`config.mk`:
```
export PLATFORM = sky130hd
export DESIGN_NAME = elbeth_mem_responder_flat
export DESIGN_NICKNAME = d
export VERILOG_FILES = /design/src/rtl/elbeth_mem_responder_pkg.sv /design/src/rtl/elbeth_mem_responder_if.sv /design/src/rtl/elbeth_mem_responder_array.sv /design/src/rtl/elbeth_mem_responder.sv /design/src/flat_wrapper.sv
export SDC_FILE = /design/constraint.sdc
export NUM_CORES = 2
export LEC_CHECK = 0
export ABC_AREA = 1
export ABC_CLOCK_PERIOD_IN_PS = 3800
export BUFFER_PORTS_ARGS = -buffer_cell sky130_fd_sc_hd__clkbuf_2
export CAP_MARGIN = 25
export CORE_UTILIZATION = 60
export DETAILED_ROUTE_END_ITERATION = 10
export GPL_TIMING_DRIVEN = 0
export PLACE_DENSITY = 0.75
export SYNTH_ARGS = -nofsm -noshare
export SYNTH_HDL_FRONTEND = slang
export SYNTH_HIERARCHICAL = 1
export SYNTH_SLANG_ARGS = --single-unit
export TNS_END_PERCENT = 10
```
`constraint.sdc`:
```
create_clock -name clk -period 3.8 [get_ports clk]
set_input_delay 0.19 -clock clk [delete_from_list [all_inputs] [get_ports clk]]
set_output_delay 0.19 -clock clk [all_outputs]
set_load 0.05 [all_outputs]
```
`src/rtl/elbeth_mem_responder_pkg.sv`:
```
// Shared types and constants for the elbeth memory responder.
// State encodings, byte-lane mask codes, wait-counter width and the write-legality helper.
package elbeth_mem_responder_pkg;

    localparam int CNT_W = 4;

    typedef enum logic [1:0] {
        IDLE = 2'd0,
        WAIT = 2'd1,
        RESP = 2'd2
    } state_e;

    localparam logic [3:0] MEM_RW_READ = 4'b0000;
    localparam logic [3:0] MEM_RW_B0   = 4'b0001;
    localparam logic [3:0] MEM_RW_B1   = 4'b0010;
    localparam logic [3:0] MEM_RW_B2   = 4'b0100;
    localparam logic [3:0] MEM_RW_B3   = 4'b1000;
    localparam logic [3:0] MEM_RW_H0   = 4'b0011;
    localparam logic [3:0] MEM_RW_H1   = 4'b1100;
    localparam logic [3:0] MEM_RW_W    = 4'b1111;

    typedef struct packed {
        logic [7:0]  addr;
        logic [3:0]  rw;
        logic [31:0] data;
    } req_t;

    // True when a nonzero mask is illegal or its lowest lane disagrees with addr[1:0].
    function automatic logic wr_bad(input logic [3:0] rw, input logic [1:0] lo);
        logic bad;
        case (rw)
            MEM_RW_B0: bad = (lo != 2'd0);
            MEM_RW_B1: bad = (lo != 2'd1);
            MEM_RW_B2: bad = (lo != 2'd2);
            MEM_RW_B3: bad = (lo != 2'd3);
            MEM_RW_H0: bad = (lo != 2'd0);
            MEM_RW_H1: bad = (lo != 2'd2);
            MEM_RW_W:  bad = (lo != 2'd0);
            default:   bad = 1'b1;
        endcase
        return bad;
    endfunction

endpackage

```
`src/rtl/elbeth_mem_responder_if.sv`:
```
// Request/response bundle between an initiator and the memory responder.
// Initiator holds mem_en and the request fields until mem_ready.
interface elbeth_mem_responder_if;
    logic        mem_en;
    logic [7:0]  mem_addr;
    logic [3:0]  mem_rw;
    logic [31:0] mem_in_data;
    logic [31:0] mem_out_data;
    logic        mem_ready;
    logic        mem_error;

    modport master (
        output mem_en, mem_addr, mem_rw, mem_in_data,
        input  mem_out_data, mem_ready, mem_error
    );

    modport slave (
        input  mem_en, mem_addr, mem_rw, mem_in_data,
        output mem_out_data, mem_ready, mem_error
    );
endinterface

```
`src/rtl/elbeth_mem_responder_array.sv`:
```
// Word storage with per-byte write enables; no reset on contents.
// Latency: combinational read, write commits on the clock edge.
// Backpressure: none, accepts a write whenever we is high.
module elbeth_mem_array #(
    parameter int DEPTH_WORDS = 64
) (
    input  logic        clk,
    input  logic        we,
    input  logic [3:0]  be,
    input  logic [5:0]  idx,
    input  logic [31:0] wdat,
    output logic [31:0] rdat
);
    localparam int IDX_W = (DEPTH_WORDS > 1) ? $clog2(DEPTH_WORDS) : 1;

    logic [31:0]      mem [DEPTH_WORDS];
    logic             in_range;
    logic [IDX_W-1:0] sel;

    assign in_range = ({1'b0, idx} < 7'(DEPTH_WORDS));
    assign sel      = idx[IDX_W-1:0];

    always_ff @(posedge clk) begin
        if (we && in_range) begin
            for (int i = 0; i < 4; i++) begin
                if (be[i]) begin
                    mem[sel][8*i +: 8] <= wdat[8*i +: 8];
                end
            end
        end
    end

    assign rdat = in_range ? mem[sel] : '0;
endmodule

```
`src/rtl/elbeth_mem_responder.sv`:
```
// Single-port memory responder with programmable wait states and error checking.
// Latency: response strobe WAIT_CYCLES+1 cycles after the capture edge, one response per WAIT_CYCLES+2 cycles.
// Backpressure: initiator holds mem_en until mem_ready; dropping it during WAIT aborts the request.
module elbeth_mem_responder #(
    parameter int WAIT_CYCLES = 1,
    parameter int DEPTH_WORDS = 64
) (
    input  logic                   clk,
    input  logic                   rst,
    elbeth_mem_responder_if.slave  mem
);
    import elbeth_mem_responder_pkg::*;

    state_e           state_q, state_d;
    logic [CNT_W-1:0] cnt_q, cnt_d;
    req_t             req_q;
    logic             capture;

    logic             in_resp;
    logic             is_read;
    logic             out_of_range;
    logic             resp_err;
    logic [31:0]      rd_dat;

    always_ff @(posedge clk or negedge rst) begin
        if (!rst) begin
            state_q <= IDLE;
            cnt_q   <= '0;
            req_q   <= '0;
        end else begin
            state_q <= state_d;
            cnt_q   <= cnt_d;
            if (capture) begin
                req_q.addr <= mem.mem_addr;
                req_q.rw   <= mem.mem_rw;
                req_q.data <= mem.mem_in_data;
            end
        end
    end

    always_comb begin
        state_d = state_q;
        cnt_d   = cnt_q;
        capture = 1'b0;
        case (state_q)
            IDLE: begin
                if (mem.mem_en) begin
                    capture = 1'b1;
                    if (WAIT_CYCLES == 0) begin
                        state_d = RESP;
                    end else begin
                        state_d = WAIT;
                        cnt_d   = CNT_W'(WAIT_CYCLES);
                    end
                end
            end
            WAIT: begin
                if (!mem.mem_en) begin
                    state_d = IDLE;
                    cnt_d   = '0;
                end else begin
                    cnt_d = cnt_q - CNT_W'(1);
                    if (cnt_q == CNT_W'(1)) begin
                        state_d = RESP;
                    end
                end
            end
            RESP: begin
                state_d = IDLE;
            end
            default: begin
                state_d = IDLE;
                cnt_d   = '0;
            end
        endcase
    end

    assign in_resp      = (state_q == RESP);
    assign is_read      = (req_q.rw == MEM_RW_READ);
    assign out_of_range = ({1'b0, req_q.addr[7:2]} >= 7'(DEPTH_WORDS));
    assign resp_err     = out_of_range || (!is_read && wr_bad(req_q.rw, req_q.addr[1:0]));

    // Write lands on the edge that ends RESP; an async reset leaves RESP first and cancels it.
    elbeth_mem_array #(
        .DEPTH_WORDS (DEPTH_WORDS)
    ) u_array (
        .clk  (clk),
        .we   (in_resp && !is_read && !resp_err),
        .be   (req_q.rw),
        .idx  (req_q.addr[7:2]),
        .wdat (req_q.data),
        .rdat (rd_dat)
    );

    assign mem.mem_ready    = in_resp;
    assign mem.mem_error    = in_resp && resp_err;
    assign mem.mem_out_data = (in_resp && is_read && !resp_err) ? rd_dat : '0;
endmodule

```
`src/flat_wrapper.sv`:
```
// flat-port wrapper written by rule: the top's interface ports become plain ports
module elbeth_mem_responder_flat import elbeth_mem_responder_pkg::*;
#(
    parameter int WAIT_CYCLES = 1,
    parameter int DEPTH_WORDS = 64
)
  (clk, rst, mem_mem_en, mem_mem_addr, mem_mem_rw, mem_mem_in_data, mem_mem_out_data, mem_mem_ready, mem_mem_error);
  elbeth_mem_responder_if mem_i ();
  input  logic clk;
  input  logic rst;
  input wire logic [$bits(mem_i.mem_en)-1:0] mem_mem_en;
  input wire logic [$bits(mem_i.mem_addr)-1:0] mem_mem_addr;
  input wire logic [$bits(mem_i.mem_rw)-1:0] mem_mem_rw;
  input wire logic [$bits(mem_i.mem_in_data)-1:0] mem_mem_in_data;
  output wire logic [$bits(mem_i.mem_out_data)-1:0] mem_mem_out_data;
  output wire logic [$bits(mem_i.mem_ready)-1:0] mem_mem_ready;
  output wire logic [$bits(mem_i.mem_error)-1:0] mem_mem_error;
  assign mem_i.mem_en = mem_mem_en;
  assign mem_i.mem_addr = mem_mem_addr;
  assign mem_i.mem_rw = mem_mem_rw;
  assign mem_i.mem_in_data = mem_mem_in_data;
  assign mem_mem_out_data = mem_i.mem_out_data;
  assign mem_mem_ready = mem_i.mem_ready;
  assign mem_mem_error = mem_i.mem_error;
  elbeth_mem_responder #(.WAIT_CYCLES(WAIT_CYCLES), .DEPTH_WORDS(DEPTH_WORDS)) u_core (.clk(clk), .rst(rst), .mem(mem_i));
endmodule
```
==> impl_metrics.csv <==
group,metric,value,unit
timing,slew_headroom,18.2,%
run,drv_cap,0,
clocking,clock_path_buffers,3,
route,route.detailed.drc,0,
timing,worst_slew_pin_slew,1230,ps
floorplan,die_area,151000,µm²
layout,stdcell_count,11400,
outcome,violations,"negative setup slack",
route,wl,306000,µm
synthesis,syn_area_per_cell,10.0,µm²
clocking,cts_made_buffers,203,
floorplan,die_w,388,µm
timing,whs,112,ps
place,placed_cells,11000,
route,vias_per_cell,5.89,
hold_path,min_path_cells,3,
route,m1WireLength,108000,µm
route,wl_met2,128000,µm
timing,post-route-min-period,4290,ps
route,dr.first_iter.drc_count,10900,
clocking,cts_root_buf,"clkbuf_16",
place,preCtsSetupSlack,-365,ps
timing,fin_ws,-493,ps
route,vias,67300,
route,routed-wl-met3,52200,µm
clocking,cts.sinks,2098,
timing,hold_violations,0,
place,dp_hpwl,214000,µm
global_route,grt_use_total,40.2,%
route,wire_per_inst,26.8,µm
route,routed.top_layer,"met5",
synthesis,ys_warn_count,6,
route,postRouteAntennaNets,0,
synthesis,synth_cell_types,29,
clocking,clk_pin_slew,60,ps
power_and_ir_drop,ir_drop,717,µV
floorplan,start_util,60.5,%
power_and_ir_drop,p_leak,0.0428,µW
timing,slew_viol_final,0,
worst_setup_path,crit_type,"register to register",
floorplan,die-height,388,µm
global_route,overflow,0,
synthesis,yosysSeqAreaShare,70.2,%
worst_setup_path,arrival,4740,ps
clocking,htree_levels,4,
route,first_pass_iters,7,
hold_path,hp-class,"primary input to register",
place,portBuffers,80,
power_and_ir_drop,power,83600,µW
synthesis,synth_top_area_share,68.8,%
power_and_ir_drop,power_density,822,nW/µm²
layout,final_nets,9369,
outcome,status,"complete, but fails checks",
global_route,antenna_found_initial,10,
layout,syn_to_final_growth,13.7,%
worst_setup_path,cp_max_fo,10,
timing,rsz0062_at_grt,"true",
timing,fin_crit_sh,113,%
layout,postLayoutCellArea,102000,µm²
place,place_congestion,1.06,
synthesis,synth_area,89400,µm²
worst_setup_path,crit_required,4240,ps
synthesis,synth_nets,8966,
worst_setup_path,r2r_cells,7,
synthesis,synth_top_cells_by_area,"edfxtp_1, nand2_1, nor2_1",
timing,fmax,0.233,GHz
floorplan,core,148000,µm²
synthesis,syn_inst,8917,
synthesis,yosys.area.top_type,"edfxtp_1",
global_route,grt_pass1_vias,61800,
floorplan,num_rows,141,
global_route,grt_pass1_wl,424000,µm
worst_setup_path,cp-end-kind,"register",
place,placed_area,93300,µm²
global_route,grt_max_degree,66,
synthesis,synth-seq-cells,2098,
timing,fin_worst_skew,36.5,ps
clocking,cts_tree,"done",
layout,drive_gt1_share,11.1,%
clocking,insertion_delay,850,ps
floorplan,ios,81,
worst_setup_path,startpoint_type,"register",
timing,setup_viol,1129,
[cells by family (layout without fill, tap and decap cells)]
family                     count (synthesis)  after routing  synth area share (%)
AOI/OAI and AO/OA                         21             21                 0.136
xor gates and xnor gates                   2              2                0.0196
adders and majority gates                  2              2                0.0280
buffers and inverters                    527           1093                  2.84
DFF                                     2098           2098                  70.2
muxes                                     40             40                 0.554
other                                      0              8                     0
and+or+nand+nor                         6227           6227                  26.2
[synthesized netlist by cell type]
library cell	instances
nand2_1	5813
edfxtp_1	2048
nor2_1	370
buf_2	250
clkbuf_1	131
inv_1	61
dfrtp_1	50
buf_4	36
buf_1	28
mux2_2	28
buf_6	15
nand3_1	15
mux2_4	12
nor2_2	12
nor3_1	8
a21oi_1	5
o211ai_1	5
o21ai_0	5
or2_2	5
inv_2	4
o21ai_1	3
o22ai_1	3
ha_1	2
inv_4	2
nand2_2	2
nand3b_1	1
or2_1	1
xnor2_1	1
xor2_1	1
[routing by layer]
layer	up-vias	global-route usage [%]
li1	29500	-
met4	8	20.9
met3	895	15.2
met5	-	0.159
met2	5093	56.9
met1	31800	54.2
[path summary, 6_finish.rpt]
check	startpoint	endpoint	slack (ps)
setup reg to reg	u_core/req_q[39]	u_core/u_array/mem[0][26]	-490
hold reg to reg	u_core/req_q[38]	u_core/req_q[38]	530
max in group asynchronous	rst	u_core/req_q[13]	2320
setup / recovery	u_core/req_q[39]	u_core/u_array/mem[0][26]	-490
min in group asynchronous	rst	u_core/req_q[22]	420
hold / removal	mem_mem_in_data[17]	u_core/req_q[17]	110
[state kept, by name, summed over array words and instances, names as in the netlist]
name	flops
u_core/cnt_q	4
u_core/state_q	2
u_core/u_array/mem	2048
u_core/req_q	44
[metrics by stage]
stage | setup TNS [ps] | utilization [%]
4_1_cts | -1070 | 68.2
5_1_grt | -17780 | 68.7
3_5_place_dp | -96090 | 63.1
2_1_floorplan | 0 | -
3_3_place_gp | -96380 | 62.4
6_report | -160810 | 68.8
[layout make-up]
class	instances	area, µm²
timing repair inverter	1	5.00
clock buffer	261	5450
fill	10700	46200
sequential	2098	62800
tap	1930	2410
multi-input combinational	6292	24500
inverter	67	285
timing repair buffer	199	2160
antenna	8	20.0
buffer	458	3060
clock inverter	107	887
[worst max-delay path: stages, from the launching register on]
cell and delay (ps):
dfrtp_1 380, clkbuf_4 220, buf_2 290, nor2_2 610
inv_1 180, nor2_2 660, nand2_1 580, nor2_1 950
[layout by cell type (no fill, tap or decap), types with 61 or more instances in the layout]
cell type and instances:
clkbuf_1 112, nor2_1 274, edfxtp_1 2048, buf_2 130, clkbuf_16 210, buf_4 102, nand2_1 5769, nor2_2 105
clkbuf_4 70, clkbuf_2 107, inv_1 61
[power breakdown]
group	total (µW)	switching (µW)	internal, µW
clock network	19500	8530	11000
logic	33200	25000	8250
registers	30800	1890	28900
[repair_timing]
item	4_1_cts	5_1_grt
endpoints found under the hold margin	100	0
pin swaps	0	2
cloned	0	1
buffers inserted	0	4
hold buffers	48	0
endpoints found under the setup margin	824	946
resized for setup	253	301
No activity file was read; power rests on OpenSTA's default activity.
